**config.mk**
```make
export PLATFORM = sky130hd
export DESIGN_NAME = encoder4
export DESIGN_NICKNAME = d
export VERILOG_FILES = /design/src/rtl/encoder4.sv
export SDC_FILE = /design/constraint.sdc
export NUM_CORES = 1
export LEC_CHECK = 0
export CAP_MARGIN = 0
export CORE_UTILIZATION = 40
export DETAILED_ROUTE_END_ITERATION = 8
export GPL_TIMING_DRIVEN = 0
export PLACE_DENSITY_LB_ADDON = 0.05
export SLEW_MARGIN = 20
export SYNTH_ARGS = -nofsm -noshare
export SYNTH_HDL_FRONTEND = slang
export SYNTH_SLANG_ARGS = --single-unit
```
**constraint.sdc**
```tcl
create_clock -name clk -period 2.1 [get_ports clk]
set_clock_uncertainty 0.05 [all_clocks]
set_input_delay 0.42 -clock clk [delete_from_list [all_inputs] [get_ports clk]]
set_output_delay 0.42 -clock clk [all_outputs]
set_load 0.05 [all_outputs]
```
**src/rtl/encoder4.sv**
```systemverilog
// rtl/encoder4.sv - serial 4-bit pattern transmitter with repeated bursts and inter-frame gaps
module encoder4 #(
    parameter int GAP = 2
) (
    input  logic       clk,
    input  logic       rst,
    input  logic       prgm_en,
    input  logic       prgm,
    input  logic       send,
    input  logic [3:0] count,
    output logic       sig,
    output logic       sig_valid,
    output logic       busy,
    output logic       done,
    output logic [3:0] code,
    output logic       code_ok
);

    typedef enum logic [1:0] {
        S_IDLE,
        S_SHIFT,
        S_GAP
    } state_t;

    localparam logic [3:0] GAP_LAST = (GAP > 0) ? 4'(GAP - 1) : 4'd0;

    state_t     state;
    logic [3:0] tx;
    logic [3:0] reps;
    logic [3:0] gap_cnt;
    logic [1:0] bit_idx;
    logic [2:0] pcnt;

    // bit_idx always names the tx bit currently driven on sig, so the first
    // bit is launched on the same edge that accepts send.
    always_ff @(posedge clk) begin
        if (rst) begin
            state     <= S_IDLE;
            tx        <= 4'd0;
            reps      <= 4'd0;
            gap_cnt   <= 4'd0;
            bit_idx   <= 2'd0;
            pcnt      <= 3'd0;
            code      <= 4'd0;
            code_ok   <= 1'b0;
            sig       <= 1'b0;
            sig_valid <= 1'b0;
            busy      <= 1'b0;
            done      <= 1'b0;
        end else begin
            done <= 1'b0;
            case (state)
                S_IDLE: begin
                    if (send && code_ok) begin
                        tx        <= code;
                        reps      <= (count == 4'd0) ? 4'd1 : count;
                        bit_idx   <= 2'd3;
                        busy      <= 1'b1;
                        sig       <= code[3];
                        sig_valid <= 1'b1;
                        state     <= S_SHIFT;
                    end else if (prgm_en && !send) begin
                        code <= {code[2:0], prgm};
                        if (pcnt != 3'd7) begin
                            pcnt <= pcnt + 3'd1;
                        end
                        if (pcnt >= 3'd3) begin
                            code_ok <= 1'b1;
                        end
                    end
                end
                S_SHIFT: begin
                    if (bit_idx != 2'd0) begin
                        bit_idx <= bit_idx - 2'd1;
                        sig     <= tx[bit_idx - 2'd1];
                    end else if (reps > 4'd1) begin
                        reps <= reps - 4'd1;
                        if (GAP > 0) begin
                            state     <= S_GAP;
                            gap_cnt   <= GAP_LAST;
                            sig       <= 1'b0;
                            sig_valid <= 1'b0;
                        end else begin
                            bit_idx <= 2'd3;
                            sig     <= tx[3];
                        end
                    end else begin
                        state     <= S_IDLE;
                        sig       <= 1'b0;
                        sig_valid <= 1'b0;
                        busy      <= 1'b0;
                        done      <= 1'b1;
                    end
                end
                S_GAP: begin
                    if (gap_cnt == 4'd0) begin
                        state     <= S_SHIFT;
                        bit_idx   <= 2'd3;
                        sig       <= tx[3];
                        sig_valid <= 1'b1;
                    end else begin
                        gap_cnt <= gap_cnt - 4'd1;
                    end
                end
                default: begin
                    state <= S_IDLE;
                end
            endcase
        end
    end

endmodule

```
==> flow_summary.ini <==
[run_status]
run_status = complete, no violations

[global_route]
grt_pass1_wl_um = 5750
antenna_found_initial = 0
grt-ovfl-total = 0
grt_pass1_vias = 1291
grt_max_degree = 16
track_usage_pct = 18.3

[synthesis]
syn_avg_cell_area_um2 = 8.87
yosysTopAreaCell = dfxtp_1
synth.most_common_cell = dfxtp_1
syn_inst = 170
yosysWarningCount = 0
yosys_register_bits = 28
synth-edff-count = 0
syn_nets = 191
synth_ff_type = dfxtp_1
netlist_area_um2 = 1510
seq_area_frac_synth_pct = 37.2
synth_top_cell_area_share_pct = 37.2
yosys-top-cells-count = 28 x dfxtp_1, 23 x nor2_1, 14 x inv_1
synth.distinct_cells = 38
synthTopCellsByArea = dfxtp_1 37%, ha_1 10%, mux2i_1 7.3%
async_flop_share_pct = 0

[route]
antenna_left = 0
drtIter0Drc = 60
vias_per_cell = 5.54
post_drt_wl_per_cell_um = 14.2
first_pass_iters = 4
drc = 0
num_vias = 1301
drt-total-wl_um = 3340

[clock_tree]
clkLatencyLatePin_ns = 0.28
root_buffer = clkbuf_8
cts_buffers = 3
clock_path_buffers = 2
cts.htree.levels = 1
clock-sinks = 28
cts_tree = done
clk_pin_slew_ns = 0.09

[sta]
tightest_slew_ns = 0.518
final-setup-viol-count = 0
fmax_mhz = 502
period_needed_ns = 1.99
slew_viol_final = 0
final.period_utilization_pct = 94.9
slew-limit-headroom_pct = 65.2
hold_violations = 0
rsz0062_at_grt = no

[worst_setup_path]
r2r-start = bit_idx[0]
startpoint_type = flop
ff2ff_path_depth = 6
worstPathRequired_ns = 1.63
worst-path-buf-inv = 1
crit_path_max_fanout = 5
critical_path_arrival_ns = 1.52
end_kind = output pin
crit_chain = clkdlybuf4s50_1
cp_slowest_stage_delay_ns = 0.83
worst_path_max_delay_cell = clkdlybuf4s50_1
reg2reg_to = gap_cnt[3]
ff2ff_setup_slack_ns = 0.13
critical_path_class = reg -> out
crit_family = buffers and inverters

[power]
combPwrFrac_pct = 42.7
vdd_ir_drop_max_mv = 0.379
swShare_pct = 38.7
power_density_nw_per_um2 = 966
clkPwrFrac_pct = 19.4
switching_power_mw = 0.680
p_leak_nw = 0.694
p_int_mw = 1.07
pwr-share-seq_pct = 37.9

[layout]
utilization_pct = 52.4
drive_above_1_share_pct = 11.1
layout.nets = 211
fillCellCount = 341
fin_area_um2 = 1820
num_antenna_cells = 0
syn_to_final_growth_pct = 20.5

[floorplanning]
fp-row-count = 21
dieArea_um2 = 4020
io_pins = 18
die_w_um = 63.4
start_util_pct = 43.5
core_region_area_um2 = 3470
die_h_um = 63.4

[placed_design]
place_area_um2 = 1730
routabilityCongestion = 0.828
hpwl_um = 2530
port_buffers = 16

[hold_path]
hold_start = sig
holdPathEnd = sig
min_path_type = reg -> reg
hold_depth = 2

[flow_run]
maxCapViolations = 0
-- worst max path at each step --
| stage | from | endpoint | cells after the start | slack [ns] |
|---|---|---|---|---|
| 6_report | code_ok | code_ok | 1 | 0.11 |
| 5_1_grt | bit_idx[0] | gap_cnt[3] | 6 | 0.01 |
| 4_1_cts | state[0] | reps[0] | 7 | 0.04 |
| 3_5_place_dp | send | sig_valid | 5 | -0.07 |
| 3_3_place_gp | send | sig_valid | 5 | -0.06 |
| 2_1_floorplan | gap_cnt[0] | sig_valid | 6 | 0.27 |
-- through the flow --
stage,hold WS [ns],std cells,total power [mW],worst slack (ns),setup TNS (ns)
2_1_floorplan,0.409,170,1.21,0.266,0
3_3_place_gp,0.419,232,1.36,-0.0556,-0.0582
3_5_place_dp,0.428,232,1.38,-0.0687,-0.0782
4_1_cts,0.443,236,1.73,0.0352,0
5_1_grt,0.464,235,1.88,0.0131,0
6_report,0.443,235,1.75,0.107,0
-- layer usage --
layer | track usage (%) | wire length [µm]
met2 | 32.6 | 1640
met4 | 7.67 | 66
met5 | 0 | 0
met1 | 21.6 | 1560
met3 | 2.72 | 80
-- power groups by stage --
stage | combinational, mW | clock, mW | sequential [mW]
finish | 0.750 | 0.340 | 0.665
global route | 0.827 | 0.375 | 0.675
CTS | 0.714 | 0.352 | 0.661
detailed placement | 0.706 | 0 | 0.673
global placement | 0.692 | 0 | 0.670
floorplan | 0.500 | 0 | 0.705
-- cell families (layout without fill, tap and decap cells) --
group / after synthesis / in the layout / share of synthesized area (%)
AND/OR/NAND/NOR: 55 / 55 / 17.8
AO/OA/AOI/OAI: 43 / 43 / 22.2
flip-flops: 28 / 28 / 37.2
buffers and inverters: 20 / 39 / 5.06
adder cells (fa/ha/maj): 12 / 12 / 9.96
multiplexers: 11 / 11 / 7.30
XOR/XNOR: 1 / 1 / 0.581
-- what timing repair did --
item | CTS | global route
hold buffers | 0 | 0
buffers inserted | 0 | 0
pin swaps | 0 | 0
endpoints found under the setup margin | 1 | 11
resized for setup | 1 | 10
-- registers in the layout, summed over array words and instances, names as in the netlist, 2 cells and up --
name	cells
code	4
gap_cnt	4
reps	4
tx	4
pcnt	3
bit_idx	2
state	2
-- area by class of cell --
type,instances,area [µm²],share of cell area [%]
multi-input cells,122,908,50.0
well taps,46,57.6,3.17
inverters,15,56.3,3.10
repair buffers,16,160,8.82
plain buffers,4,16.3,0.895
flip-flops and latches,28,563,31.0
clock buffers,4,55.1,3.03
-- cells in the final DEF (no fill, tap or decap), types with 3 or more instances in the layout --
cell type        netlist  layout
dfxtp_1               28      26
nor2_1                23      21
clkdlybuf4s50_1        0      16
inv_1                 14      14
mux2i_1               11      11
ha_1                  12      11
nand2_1               10      10
a21oi_1                8       8
o21ai_0                6       6
nor3_1                 6       6
o32ai_1                4       4
clkbuf_8               0       4
clkbuf_1               4       3
or3_1                  3       3
a221oi_1               3       3
o31ai_1                4       3
a211oi_1               4       3
Note: power is estimated with default switching activity, not from simulation.
